$ cat src/rtl/wrr_bus_scheduler.sv
// Weighted round-robin bus scheduler.
// N masters share one bus. Each owner keeps the bus for a programmable quantum of
// weight+1 cycles. A one-cycle turnaround gap separates one owner from the next.
// All outputs are registered, so there is no combinational path from inputs to outputs.
module wrr_bus_scheduler #(
  parameter int N              = 4,
  parameter int WW             = 4,
  parameter int DEFAULT_WEIGHT = 3
) (
  input  logic          clk,
  input  logic          rst_n,
  input  logic [N-1:0]  i_req,
  input  logic          i_cfg_we,
  input  logic [2:0]    i_cfg_idx,
  input  logic [WW-1:0] i_cfg_weight,
  output logic [N-1:0]  o_gnt,
  output logic [2:0]    o_gnt_id,
  output logic          o_gnt_valid,
  output logic          o_quantum_exp
);

  typedef enum logic [1:0] {
    IDLE = 2'd0,
    OWN  = 2'd1,
    GAP  = 2'd2
  } state_t;

  state_t        r_state;
  state_t        w_stateNext;
  logic [2:0]    r_ptr;
  logic [2:0]    w_ptrNext;
  logic [2:0]    r_owner;
  logic [2:0]    w_ownerNext;
  logic [WW-1:0] r_credit;
  logic [WW-1:0] w_creditNext;
  logic [WW-1:0] r_weight [N];

  logic [2:0]    w_winner;
  logic          w_winnerFound;
  logic [WW-1:0] w_winnerWeight;
  logic [WW-1:0] w_ownerWeight;
  logic          w_ownerReq;
  logic          w_otherReq;
  logic [2:0]    w_ownerInc;

  logic [N-1:0]  r_gnt;
  logic [2:0]    r_gntId;
  logic          r_gntValid;
  logic          r_quantumExp;
  logic [N-1:0]  w_gntNext;
  logic [2:0]    w_gntIdNext;
  logic          w_quantumExpNext;

  // Find the first requester at or after ptr. If there is none, wrap round to the lower indices.
  always_comb begin
    w_winner      = '0;
    w_winnerFound = 1'b0;
    for (int i = 0; i < N; i++) begin
      if (!w_winnerFound && i_req[i] && (3'(i) >= r_ptr)) begin
        w_winner      = 3'(i);
        w_winnerFound = 1'b1;
      end
    end
    for (int i = 0; i < N; i++) begin
      if (!w_winnerFound && i_req[i] && (3'(i) < r_ptr)) begin
        w_winner      = 3'(i);
        w_winnerFound = 1'b1;
      end
    end
  end

  // Look up the winner and the owner. The index loops keep every select within the vector width.
  always_comb begin
    w_winnerWeight = '0;
    w_ownerWeight  = '0;
    w_ownerReq     = 1'b0;
    w_otherReq     = 1'b0;
    for (int i = 0; i < N; i++) begin
      if (3'(i) == w_winner) w_winnerWeight = r_weight[i];
      if (3'(i) == r_owner) begin
        w_ownerWeight = r_weight[i];
        w_ownerReq    = i_req[i];
      end else if (i_req[i]) begin
        w_otherReq = 1'b1;
      end
    end
    w_ownerInc = (r_owner == 3'(N - 1)) ? 3'd0 : r_owner + 3'd1;
  end

  // Next-state logic: decide on ownership, spend and reload credit, and advance the pointer.
  always_comb begin
    w_stateNext  = r_state;
    w_ownerNext  = r_owner;
    w_ptrNext    = r_ptr;
    w_creditNext = r_credit;
    case (r_state)
      IDLE: begin
        if (w_winnerFound) begin
          w_stateNext  = OWN;
          w_ownerNext  = w_winner;
          w_creditNext = w_winnerWeight;
        end
      end
      OWN: begin
        if (!w_ownerReq) begin
          w_stateNext = GAP;
          w_ptrNext   = w_ownerInc;
        end else if ((r_credit == '0) && w_otherReq) begin
          w_stateNext = GAP;
          w_ptrNext   = w_ownerInc;
        end else if (r_credit == '0) begin
          w_creditNext = w_ownerWeight;
        end else begin
          w_creditNext = r_credit - 1'b1;
        end
      end
      GAP: begin
        if (w_winnerFound) begin
          w_stateNext  = OWN;
          w_ownerNext  = w_winner;
          w_creditNext = w_winnerWeight;
        end else begin
          w_stateNext = IDLE;
        end
      end
      default: begin
        w_stateNext = IDLE;
      end
    endcase
  end

  // Output logic: work out the value each output register takes for the upcoming state.
  always_comb begin
    w_gntNext   = '0;
    w_gntIdNext = '0;
    if (w_stateNext == OWN) begin
      w_gntIdNext = w_ownerNext;
      for (int i = 0; i < N; i++) begin
        w_gntNext[i] = (3'(i) == w_ownerNext);
      end
    end
    w_quantumExpNext = (r_state == OWN) && w_ownerReq && (r_credit == '0) && w_otherReq;
  end

  // State register, together with the registered outputs. Reset clears the grant at once.
  always_ff @(posedge clk or negedge rst_n) begin
    if (!rst_n) begin
      r_state      <= IDLE;
      r_ptr        <= '0;
      r_owner      <= '0;
      r_credit     <= '0;
      r_gnt        <= '0;
      r_gntId      <= '0;
      r_gntValid   <= 1'b0;
      r_quantumExp <= 1'b0;
    end else begin
      r_state      <= w_stateNext;
      r_ptr        <= w_ptrNext;
      r_owner      <= w_ownerNext;
      r_credit     <= w_creditNext;
      r_gnt        <= w_gntNext;
      r_gntId      <= w_gntIdNext;
      r_gntValid   <= |w_gntNext;
      r_quantumExp <= w_quantumExpNext;
    end
  end

  // Weight registers. A load in the same cycle as a write sees the old value; out-of-range indices are dropped.
  always_ff @(posedge clk or negedge rst_n) begin
    if (!rst_n) begin
      for (int i = 0; i < N; i++) r_weight[i] <= WW'(DEFAULT_WEIGHT);
    end else if (i_cfg_we) begin
      for (int i = 0; i < N; i++) begin
        if (i_cfg_idx == 3'(i)) r_weight[i] <= i_cfg_weight;
      end
    end
  end

  assign o_gnt         = r_gnt;
  assign o_gnt_id      = r_gntId;
  assign o_gnt_valid   = r_gntValid;
  assign o_quantum_exp = r_quantumExp;

endmodule

$ cat config.mk
export PLATFORM = sky130hd
export DESIGN_NAME = wrr_bus_scheduler
export DESIGN_NICKNAME = d
export VERILOG_FILES = /design/src/rtl/wrr_bus_scheduler.sv
export SDC_FILE = /design/constraint.sdc
export NUM_CORES = 1
export LEC_CHECK = 0
export CAP_MARGIN = 10
export CORE_MARGIN = 5
export CORE_UTILIZATION = 26
export DETAILED_ROUTE_END_ITERATION = 16
export PLACE_DENSITY_LB_ADDON = 0.1
export SYNTH_ARGS = -nofsm -noshare
export SYNTH_HDL_FRONTEND = slang
export SYNTH_SLANG_ARGS = --single-unit
$ cat constraint.sdc
create_clock -name clk -period 2.7 [get_ports clk]
set_input_delay 0.675 -clock clk [delete_from_list [all_inputs] [get_ports clk]]
set_output_delay 0.675 -clock clk [all_outputs]
set_load 0.1 [all_outputs]
Word-level counts from Yosys, hierarchy flattened
Cells that the tools add are included.
{"block": "word_totals", "in_bits": 14, "wordCells": 135, "output_inout_bits": 9, "ff_bits": 37}
{"block": "classes", "n_addsub": 2, "n_lt_le_gt_ge": 8, "n_eq_ne": 20, "n_reduce_logical": 41, "mux": 52}
{"operator": "4-bit two-way mux", "count": 13}
{"operator": "3-bit two-way mux", "count": 11}
{"operator": "1-bit two-way mux", "count": 22}
{"operator": "1-bit logical AND", "count": 19}
{"operator": "2-bit by 3-bit == test with 1-bit output, first input constant", "count": 6}
{"operator": "3-bit zero test", "count": 4}
{"operator": "2-bit AND reduction", "count": 5}
{"operator": "1-bit by 3-bit == test with 1-bit output, first input constant", "count": 3}
{"operator": "3-bit by 2-bit == test with 1-bit output, second input constant", "count": 3}
{"operator": "2-bit two-way mux", "count": 4}
{"operator": "4-bit one-hot mux with 2 select lines", "count": 1}
{"operator": "1-bit zero test", "count": 7}
{"operator": "1-bit by 3-bit greater-or-equal comparator with 1-bit output, first input constant", "count": 2}
{"operator": "2-bit by 3-bit greater-or-equal comparator with 1-bit output, first input constant", "count": 2}
{"operator": "1-bit by 3-bit < comparator with 1-bit output, first input constant", "count": 2}
{"operator": "2-bit by 3-bit < comparator with 1-bit output, first input constant", "count": 2}
{"operator": "2-bit one-hot mux with 3 select lines", "count": 1}
{"operator": "2-bit by 1-bit == test with 1-bit output, second input constant", "count": 2}
{"operator": "4-bit zero test", "count": 1}
{"operator": "2-bit by 1-bit != test with 1-bit output, second input constant", "count": 2}
{"operator": "2-bit != test, second input constant", "count": 2}
{"operator": "4-bit AND reduction", "count": 1}
{"operator": "4-bit OR reduction", "count": 1}
{"operator": "4-bit by 1-bit subtractor with 4-bit output, second input constant", "count": 1}
{"operator": "6 further kinds", "count": 6}

Depth between registers and ports, before layout
Gate-level depths: netlist of the first run.
{"block": "logic_depth", "ltp_word": 38, "mapped_depth": 11, "ltp_nobuf": 10}

Worst setup path before layout of the first run
OpenSTA, ideal clock, no wires.
{"block": "synth_path", "path_type": "input -> register", "from": "input i_req[3]", "to": "register r_credit[0]", "arrival_time_ps": 2009, "n_path_buf": 1, "cell_stages": 7, "slack_ps": 570, "t_required_ps": 2579, "path_cell_list": "buf_4 -> clkinv_1 -> nor2_1 -> o41a_1 -> or2_4 -> and2_4 -> a22o_1"}
{"block": "synth_via", "elab_chain_cells": 26, "word_cells_on_any_way": 42, "cone_classes": "eq/ne (6); mux (19); reduce/logical (17)"}
{"element": "start: declaration", "line": "12", "rtl": "input logic [N-1:0] i_req,"}
{"element": "1-bit logical AND (2 in a row)", "line": "59", "rtl": "if (!w_winnerFound && i_req[i] && (3'(i) >= r_ptr)) begin"}
{"element": "1-bit two-way mux", "line": "59"}
{"element": "1-bit zero test", "line": "65", "rtl": "if (!w_winnerFound && i_req[i] && (3'(i) < r_ptr)) begin"}
{"element": "1-bit logical AND (2 in a row)", "line": "65"}
{"element": "1-bit two-way mux", "line": "65"}
{"element": "1-bit zero test", "line": "65"}
{"element": "1-bit logical AND (2 in a row)", "line": "65"}
{"element": "1-bit two-way mux", "line": "65"}
{"element": "(+3 left out)"}
{"element": "1-bit two-way mux", "line": "65"}
{"element": "1-bit zero test", "line": "65"}
{"element": "1-bit logical AND (2 in a row)", "line": "65"}
{"element": "3-bit two-way mux", "line": "65"}
{"element": "3-bit zero test", "line": "79", "rtl": "if (3'(i) == w_winner) w_winnerWeight = r_weight[i];"}
{"element": "4-bit two-way mux (4 in a row)", "line": "79"}
{"element": "4-bit two-way mux", "line": "98, 118"}
{"element": "4-bit one-hot mux with 2 select lines", "line": "96", "rtl": "case (r_state)"}
{"element": "end signal: assignment", "line": "160", "rtl": "r_credit <= w_creditNext;"}
{"element": "end: declaration", "line": "34", "rtl": "logic [WW-1:0] r_credit;"}
Parallel ways exist; a longest one is shown, timed or not. The select of a mux whose other input is x is not followed.
A chain may end at the register's enable or synchronous reset.

Worst setup path after layout of the first run
{"block": "layout_path", "from": "input i_req[1]", "to": "register r_credit[3]"}
{"block": "layout_via", "elab_chain_cells": 34, "word_cells_on_any_way": 58, "cone_classes": "eq/ne (6); mux (29); reduce/logical (23)"}
{"element": "1-bit logical AND (2 in a row)", "line": "59"}
{"element": "1-bit two-way mux", "line": "59"}
{"element": "1-bit zero test", "line": "59"}
{"element": "1-bit logical AND (2 in a row)", "line": "59"}
{"element": "1-bit two-way mux", "line": "59"}
{"element": "1-bit zero test", "line": "59"}
{"element": "1-bit logical AND (2 in a row)", "line": "59"}
{"element": "1-bit two-way mux", "line": "59"}
{"element": "(+11 left out)"}
{"element": "1-bit two-way mux", "line": "65"}
{"element": "1-bit zero test", "line": "65"}
{"element": "1-bit logical AND (2 in a row)", "line": "65"}
{"element": "3-bit two-way mux", "line": "65"}
{"element": "3-bit zero test", "line": "79"}
{"element": "4-bit two-way mux (4 in a row)", "line": "79"}
{"element": "4-bit two-way mux", "line": "98, 118"}
{"element": "4-bit one-hot mux with 2 select lines", "line": "96"}
Parallel ways exist; a longest one is shown, timed or not. The select of a mux whose other input is x is not followed.

==> results_dict.tcl, run 1 <==
set metrics [dict create \
    num-fill-cells 824 \
    areaGrowthSynthToFinish_pct 27.0 \
    number_of_antenna_violations_at_the_first_check_in_global_routing 0 \
    timing_worst_setup_path_type "in2reg" \
    synth.distinct_cells 50 \
    worstReg2RegStart "r_owner[1]" \
    cts_sinks 37 \
    via_count 1642 \
    layout.cells.most_common "sky130_fd_sc_hd__dfrtp_1" \
    syn_nets 220 \
    grt_start_max_net_pins 38 \
    synth-seq-area-share_pct 45.7 \
    clock-root-buffer "sky130_fd_sc_hd__clkbuf_8" \
    overall_die_width_um 98.7 \
    clock.fmax_mhz 409 \
    worst-endpoint-arrival_ps 2650 \
    clock_slew_at_the_register_clock_pins_of_the_worst_setup_and_hold_paths_ps 80 \
    layout_worst_path_cycle_share_pct 90.4 \
    setup_viol 0 \
    r2r.worst_path.cells 9 \
    synthesis.instances 201 \
    yosys_warnings 0 \
    track_usage_pct 12.0 \
    grt_pass1_wl_um 9110 \
    worst_slew_pin_slew_ps 851 \
    critical_path.reg2reg.endpoint "r_credit[3]" \
    ctsResizeCount 0 \
    timing.final.ws_setup_ps 258 \
    worstSetupStartpoint "i_req[1]" \
    die_area_mm2 0.00974 \
    postCtsSetupRepairBufs 0 \
    dp_slack_ps -35.5 \
    io_pins 23 \
    fin_worst_hold_slack_ps 484 \
    critical_path.max_fanout 6 \
    post_drt_via_cell_ratio 4.69 \
    synth_area_per_cell_um2 10.2 \
    synth-async-reset-ratio_pct 100 \
    max-cap-violations 0 \
    final_cell_mix "29 x sky130_fd_sc_hd__dfrtp_1, 28 x sky130_fd_sc_hd__buf_4, 17 x sky130_fd_sc_hd__nand2_1, 15 x sky130_fd_sc_hd__inv_1, 14 x sky130_fd_sc_hd__mux2_2" \
    timing.final.crit_period_ps 2440 \
    start_kind "input pin" \
    worst-endpoint-required_ps 2910 \
    synth-edff-count 0 \
    placement_rows 32 \
    drv_slew 0 \
    synth.cell_area_mm2 0.00205 \
    wl_per_cell_um 15.5 \
    drive_gt1_share_pct 29.8 \
    total_leakage_power_uw 0.00113 \
    ctsHtreeMaxLevel 2 \
    slew_headroom_pct 43.3 \
    power_per_cell_area_mw_per_mm2 1100 \
    status "finished clean" \
    synth_ff_type "sky130_fd_sc_hd__dfrtp_1" \
    report.final.hold_viol_count 0 \
    wirelength_um 5440 \
    worstSetupEndpoint "r_credit[3]" \
    drt.antenna.violating_nets 0 \
    violation_count_after_the_first_detailed_routing_iteration 48 \
    cts_tree "done" \
    numCtsBuffers 5 \
    detail_route.first_pass.iterations 4 \
    clk_latency_ps 300 \
    synth_seq_cells 37 \
    final_hpwl_dp_um 4170 \
    first_global_vias 1704 \
    io_buf_count 22 \
    antenna_cells 0 \
    hold_path.class "in2async" \
    register_to_register_setup_slack_ps 410 \
    ctsLongestPathBuffers 2 \
    place.gp.congestion 0.795 \
    globalRouteOverflowTotal 0 \
    grt_setup_unrepaired "no" \
    cts_hold_buf 0 \
    die_y_um 98.7 \
    peak_supply_drop_v 0.000296 \
    largest_clock_skew_in_the_final_design_ps 8.10 \
    end_kind "flop" \
    core_region_area_mm2 0.00769 \
    final_net_count 266 \
    drt_drc_violations_left 0 \
    effective_utilization_at_floorplan_pct 26.6 \
]
## through the flow
stage / TNS, ps / power [uW] / instances / util, % / cell area, um2
after floorplan: 0 / 1980 / 201 / - / 2050
after global placement: -177 / 2520 / 342 / 32.7 / 2510
after detailed placement: -35.5 / 2510 / 342 / 32.7 / 2510
after CTS: 0 / 2910 / 350 / 33.8 / 2600
after global routing: 0 / 3090 / 350 / 33.8 / 2600
final: 0 / 2870 / 350 / 33.8 / 2600
## area by class of cell
cell class | count | area, um2 | share of cell area (%)
timing repair buffer | 42 | 355 | 13.7
clock inverter | 3 | 17.5 | 0.674
clock buffer | 5 | 68.8 | 2.65
tap | 102 | 128 | 4.91
multi-input combinational | 144 | 1020 | 39.4
inverter | 17 | 68.8 | 2.65
sequential | 37 | 936 | 36.0
## sequential cells by signal (all words and copies together) (netlist names)
signal	cells
o_gnt_id	3
o_gnt_valid	1
r_ptr	3
r_owner	3
o_quantum_exp	1
r_credit	4
o_gnt	4
r_state	2
r_weight	16
## metal layers
layer  track usage [%]  up-vias  wire length, um
li1                  -      824                -
met1              15.9      787             2540
met2              19.7       24             2660
met3              2.83        7              173
met4              3.47        0               63
met5                 0        -                0
## critical path: stages
cell                              delay (ps)
sky130_fd_sc_hd__clkdlybuf4s50_1         530
sky130_fd_sc_hd__nor2b_1                 210
sky130_fd_sc_hd__o311ai_0                160
sky130_fd_sc_hd__nor3_2                  490
sky130_fd_sc_hd__and2_1                  240
sky130_fd_sc_hd__a221oi_1                100
sky130_fd_sc_hd__a221oi_2                240
## worst min path at each step
stage / cells past startpoint / endpoint / slack [ps] / start
after CTS: 1 / o_gnt_id[2] / 520 / rst_n
after global routing: 2 / r_weight[4] / 550 / r_weight[4]
after detailed placement: 2 / r_weight[5] / 510 / r_weight[5]
final: 1 / o_gnt[2] / 480 / rst_n
after floorplan: 0 / o_gnt[0] / 380 / rst_n
after global placement: 2 / r_weight[5] / 510 / r_weight[5]
## where the power goes
part	internal [uW]	total [uW]	switching (uW)	leakage [uW]
Combinational	650	1590	936	0.000641
Sequential	744	895	151	0.000447
Clock	178	391	213	0.0000439
## cells by family after synthesis
| kind of cell | Yosys count | synth area share, % |
|---|---|---|
| simple gates | 61 | 15.7 |
| compound gates | 58 | 21.0 |
| flops | 37 | 45.7 |
| buf+inv | 20 | 4.16 |
| mux | 19 | 10.2 |
| fa+ha+maj | 5 | 3.06 |
| other cells | 1 | 0.183 |
## Yosys cell counts (5+ instances only)
cell                        n  area, um2
sky130_fd_sc_hd__inv_1     15       56.3
sky130_fd_sc_hd__nor2b_1    6       37.5
sky130_fd_sc_hd__o21ai_0    7       35.0
sky130_fd_sc_hd__ha_1       5       62.6
sky130_fd_sc_hd__mux2_2    14        158
sky130_fd_sc_hd__and2_1     5       31.3
sky130_fd_sc_hd__a21oi_1   11       55.1
sky130_fd_sc_hd__nand2b_1   5       31.3
sky130_fd_sc_hd__dfrtp_1   29        726
sky130_fd_sc_hd__dfstp_2    8        210
sky130_fd_sc_hd__a221oi_1   6       52.6
sky130_fd_sc_hd__nand2_1   17       63.8
sky130_fd_sc_hd__mux2i_1    5       50.1
sky130_fd_sc_hd__nor2_1    10       37.5
Power figures use the tool's default switching activity.
==> run 2, diff against run 1 <==
- CORE_MARGIN: 5 -> 2
- clock period: 2.7 -> 3.1 ns (I/O delays scaled with it)
==> run 2 against run 1 <==
Net effect:
- non-clock buffer count shrank 16
- clock-buffer cell count grew 1
- die area shrank 12%
- routed wire length shrank 3.1%
- combinational power shrank 20%
- critical path depth is the same
- clock power shrank 6.9%
- register-to-register slack gained 330 ps
- hold slack gained 46 ps
- critical endpoint unchanged
- largest power group unchanged
- highest routed layer unchanged
==> results_dict.tcl, run 2 (same netlist as run 1, synthesis figures left out) <==
set metrics [dict create \
    layout.cells.most_common "sky130_fd_sc_hd__dfrtp_1" \
    wl_per_cell_um 15.8 \
    globalRouteOverflowTotal 0 \
    violation_count_after_the_first_detailed_routing_iteration 73 \
    effective_utilization_at_floorplan_pct 26.6 \
    report.final.hold_viol_count 0 \
    track_usage_pct 13.6 \
    total_leakage_power_uw 0.00106 \
    die_y_um 92.7 \
    drive_gt1_share_pct 25.0 \
    grt_setup_unrepaired "no" \
    areaGrowthSynthToFinish_pct 21.0 \
    final_cell_mix "29 x sky130_fd_sc_hd__dfrtp_1, 17 x sky130_fd_sc_hd__nand2_1, 15 x sky130_fd_sc_hd__inv_1, 14 x sky130_fd_sc_hd__mux2_2, 13 x sky130_fd_sc_hd__buf_4" \
    via_count 1566 \
    power_switching_share_pct 45.8 \
    end_kind "flop" \
    place.gp.congestion 0.799 \
    drv_slew 0 \
    clock-root-buffer "sky130_fd_sc_hd__clkbuf_8" \
    largest_register_ffs 16 \
    critical_path.max_fanout 9 \
    slew_headroom_pct 43.0 \
    io_buf_count 22 \
    overall_die_width_um 92.7 \
    setup_viol 0 \
    cp_top_family "simple AND/OR/NAND/NOR gates" \
    critical_path.slowest_cell "sky130_fd_sc_hd__clkdlybuf4s50_1" \
    regMostFlops "r_weight" \
    detail_route.first_pass.iterations 4 \
    hold_path.class "reg2reg" \
    timing_worst_setup_path_type "in2reg" \
    die_area_mm2 0.00859 \
    largest_clock_skew_in_the_final_design_ps 7.56 \
    placement_rows 32 \
    power_per_cell_area_mw_per_mm2 975 \
    cp_peak_stage_delay_ps 610 \
    drt_drc_violations_left 0 \
    grt_start_max_net_pins 38 \
    worst-path-buf-inv 1 \
    status "finished clean" \
    cts_tree "done" \
    wirelength_um 5270 \
    numCtsBuffers 5 \
    clk_latency_ps 290 \
    ctsResizeCount 0 \
    timing.final.ws_setup_ps 425 \
    drt.antenna.violating_nets 0 \
    p_switching_uw 1110 \
    number_of_antenna_violations_at_the_first_check_in_global_routing 0 \
    combPwrFrac_pct 52.6 \
    postCtsSetupRepairBufs 0 \
    layout_worst_path_cycle_share_pct 86.3 \
    cts_sinks 37 \
    final_net_count 250 \
    worst_slew_pin_slew_ps 855 \
    critical_path.cell_chain "clkdlybuf4s50_1 > a21boi_0 > nor3_1 > nor3_2 > and2_1 > a221oi_1 > a221oi_2" \
    final_hpwl_dp_um 3920 \
    peak_supply_drop_v 0.000248 \
    clock_slew_at_the_register_clock_pins_of_the_worst_setup_and_hold_paths_ps 80 \
    start_kind "input pin" \
    post_drt_via_cell_ratio 4.69 \
    timing.critical_path.depth 7 \
    share_clk_of_total_power_pct 15.1 \
    ctsLongestPathBuffers 2 \
    worst-endpoint-arrival_ps 2870 \
    first_global_vias 1573 \
    max-cap-violations 0 \
    power_frac_seq_pct 32.3 \
    totalNegativeSetupSlack_ps 0 \
    antenna_cells 0 \
    placed_instance_area_mm2 0.00238 \
    cts_hold_buf 0 \
    stdcell_area_mm2 0.00248 \
    power.internal_uw 1310 \
    core_region_area_mm2 0.00769 \
    timing.hold.worst_path_depth 2 \
    dp_slack_ps 151 \
    io_pins 23 \
    grt_pass1_wl_um 8820 \
    worst-endpoint-required_ps 3300 \
    ctsHtreeMaxLevel 2 \
    timing.final.crit_period_ps 2680 \
    clock.fmax_mhz 374 \
    r2r.worst_path.cells 10 \
]
[run 2: through the flow]
stage / instances / hold slack [ps] / utilization, % / total power, uW
CTS: 334 / 533 / 32.2 / 2450
detailed placement: 326 / 516 / 31.0 / 2070
global placement: 326 / 521 / 31.0 / 2080
finish: 334 / 530 / 32.2 / 2410
global route: 334 / 564 / 32.2 / 2610
floorplan: 201 / 479 / - / 1720
[run 2: worst paths after layout]
path / from / end / slack (ps)
max: i_req[2] / r_credit[3] / 420
min in group asynchronous: rst_n / o_gnt_id[2] / 590
max in group asynchronous: rst_n / o_quantum_exp / 1970
max reg2reg: r_owner[0] / r_credit[3] / 740
min: r_weight[5] / r_weight[5] / 530
min reg2reg: r_weight[5] / r_weight[5] / 530
[run 2: per-layer routing]
metal	wire length, um	track usage [%]	up-vias	part of all wire, %
li1	-	-	789	-
met1	2530	18.5	736	48
met2	2440	21.3	35	46
met3	203	2.52	6	3.8
met4	92	5.39	0	1.7
met5	0	0	-	0
[run 2: cell type report]
type | instances | area, um2
timing repair buffer | 26 | 223
multi-input combinational | 144 | 1020
clock inverter | 2 | 13.8
fill | 823 | 5210
tap | 102 | 128
clock buffer | 6 | 82.6
sequential | 37 | 936
inverter | 17 | 68.8
[run 2: power by group through the flow]
stage	logic, uW	clock network, uW	registers, uW
floorplan	721	0	1000
global placement	1290	0	796
detailed placement	1280	0	791
CTS	1280	383	783
global route	1400	398	809
finish	1270	364	781
[run 2: worst register-to-register path, stage by stage (launching register included)]
cell and delay (ps):
sky130_fd_sc_hd__dfrtp_1 430, sky130_fd_sc_hd__inv_1 90, sky130_fd_sc_hd__ha_1 350, sky130_fd_sc_hd__nor3b_1 200, sky130_fd_sc_hd__a211oi_1 280, sky130_fd_sc_hd__nand3_1 170
sky130_fd_sc_hd__or2_4 290, sky130_fd_sc_hd__and2_4 190, sky130_fd_sc_hd__clkinv_4 60, sky130_fd_sc_hd__nor2_1 40, sky130_fd_sc_hd__a221oi_2 160
==> run 3, diff against run 2 <==
- REMOVE_ABC_BUFFERS: default -> 1
==> run 3 against run 2 <==
Net effect:
- register-to-register slack worse by 140 ps
- utilization grew 0.46 points
- final area up 1.4%
- setup slack improved by 15 ps
- maximum frequency rose by 0.56%
- sequential share of layout area decreased by 0.53 points
- critical path type unchanged
==> results_dict.tcl, run 3 (same netlist as run 1, synthesis figures left out) <==
set metrics [dict create \
    clock_slew_at_the_register_clock_pins_of_the_worst_setup_and_hold_paths_ps 80 \
    die_area_mm2 0.00859 \
    clock.fmax_mhz 376 \
    num-fill-cells 824 \
    timing.hold.worst_path_depth 2 \
    cts_tree "done" \
    total_leakage_power_uw 0.00107 \
    hold_path.class "reg2reg" \
    start_kind "input pin" \
    end_kind "flop" \
    final_hpwl_dp_um 3960 \
    ctsHtreeMaxLevel 2 \
    drt.antenna.violating_nets 0 \
    track_usage_pct 13.3 \
    hold_path_end "r_weight[4]" \
    setup_viol 0 \
    power.internal_uw 1400 \
    violation_count_after_the_first_detailed_routing_iteration 58 \
    share_clk_of_total_power_pct 17.5 \
    fin_worst_hold_slack_ps 528 \
    via_count 1610 \
    critical_path.reg2reg.endpoint "r_credit[3]" \
    power_frac_seq_pct 31.1 \
    numCtsBuffers 5 \
    worst_slew_pin_slew_ps 852 \
    hold_path_startpoint "r_weight[4]" \
    largest_register_ffs 16 \
    report.final.hold_viol_count 0 \
    totalNegativeSetupSlack_ps 0 \
    cts_sinks 37 \
    drt_drc_violations_left 0 \
    antenna_cells 0 \
    layout_worst_path_cycle_share_pct 85.8 \
    critical_path.slowest_cell "sky130_fd_sc_hd__clkdlybuf4s50_1" \
    slew_headroom_pct 43.2 \
    worst-endpoint-arrival_ps 2870 \
    die_y_um 92.7 \
    combPwrFrac_pct 51.4 \
    clk_latency_ps 290 \
    critical_path.max_fanout 7 \
    worst-endpoint-required_ps 3310 \
    post_drt_via_cell_ratio 4.79 \
    grt_pass1_wl_um 8670 \
    power_switching_share_pct 44.3 \
    final_cell_mix "29 x sky130_fd_sc_hd__dfrtp_1, 17 x sky130_fd_sc_hd__nand2_1, 15 x sky130_fd_sc_hd__inv_1, 15 x sky130_fd_sc_hd__buf_4, 14 x sky130_fd_sc_hd__mux2_2" \
    critical_path.cell_chain "clkdlybuf4s50_1 > clkinv_1 > a211oi_1 > nand3_1 > or2_4 > and2_4 > clkinv_4 > nor2_1 > a221oi_2" \
    number_of_antenna_violations_at_the_first_check_in_global_routing 0 \
    timing_worst_setup_path_type "in2reg" \
    timing.final.crit_period_ps 2660 \
    regMostFlops "r_weight" \
    clock-root-buffer "sky130_fd_sc_hd__clkbuf_8" \
    first_global_vias 1649 \
    effective_utilization_at_floorplan_pct 26.6 \
    p_switching_uw 1110 \
    core_region_area_mm2 0.00769 \
    detail_route.first_pass.iterations 4 \
    ctsLongestPathBuffers 2 \
    drive_gt1_share_pct 25.2 \
    io_buf_count 22 \
    wirelength_um 5320 \
    cp_peak_stage_delay_ps 610 \
    overall_die_width_um 92.7 \
    grt_start_max_net_pins 38 \
    layout.cells.most_common "sky130_fd_sc_hd__dfrtp_1" \
    io_pins 23 \
    wl_per_cell_um 15.8 \
    globalRouteOverflowTotal 0 \
    final_net_count 252 \
    power_per_cell_area_mw_per_mm2 1000 \
    grt_setup_unrepaired "no" \
    cts_hold_buf 0 \
    ctsResizeCount 0 \
    areaGrowthSynthToFinish_pct 22.8 \
    largest_clock_skew_in_the_final_design_ps 6.96 \
    worstReg2RegStart "r_owner[0]" \
    max-cap-violations 0 \
    place.gp.congestion 0.818 \
    postCtsSetupRepairBufs 0 \
    peak_supply_drop_v 0.000233 \
    status "finished clean" \
    register_to_register_setup_slack_ps 600 \
    r2r.worst_path.cells 10 \
    placement_rows 32 \
    drv_slew 0 \
]
[run 3: critical path: cells and delay by family]
| family | cells | cell delay, ps |
|---|---|---|
| simple gates | 4 | 750 |
| buf+inv | 3 | 820 |
| compound gates | 2 | 520 |
[run 3: worst max-delay path by stage]
stage	startpoint	to	slack [ps]
floorplan	r_owner[0]	r_credit[0]	900
global placement	i_req[3]	r_credit[3]	150
detailed placement	i_req[3]	r_credit[3]	170
CTS	i_req[3]	r_credit[3]	460
global route	i_req[3]	r_credit[3]	340
finish	i_req[3]	r_credit[3]	440
[run 3: per-layer routing]
| layer | GRT usage [%] | up-vias | wire, um |
|---|---|---|---|
| met2 | 22.0 | 29 | 2610 |
| met4 | 3.68 | 0 | 67 |
| li1 | - | 795 | - |
| met1 | 17.9 | 780 | 2480 |
| met3 | 2.44 | 6 | 164 |
| met5 | 0 | - | 0 |
[run 3: per-stage QoR]
stage	instances	area, um2	total power [uW]	util (%)	worst slack (ps)
after global placement	328	2390	2100	31.2	147
after global routing	336	2510	2710	32.7	340
final	336	2510	2520	32.7	440
after detailed placement	328	2390	2100	31.2	174
after floorplan	198	2030	1720	-	897
after CTS	336	2510	2550	32.7	461
[run 3: area by class of cell]
cell class	instances	area, um2	share of cell area, %
inverters	17	68.8	2.74
clock buffers	7	86.3	3.44
well taps	102	128	5.08
multi-input cells	144	1020	40.8
clock inverters	1	30.0	1.20
repair buffers	28	238	9.47
flip-flops and latches	37	936	37.3
[run 3: power by group through the flow]
stage / Clock, uW / Sequential [uW] / Combinational [uW]
after CTS: 458 / 784 / 1310
after global placement: 0 / 793 / 1310
final: 441 / 783 / 1290
after global routing: 480 / 808 / 1420
after detailed placement: 0 / 793 / 1310
after floorplan: 0 / 1000 / 716
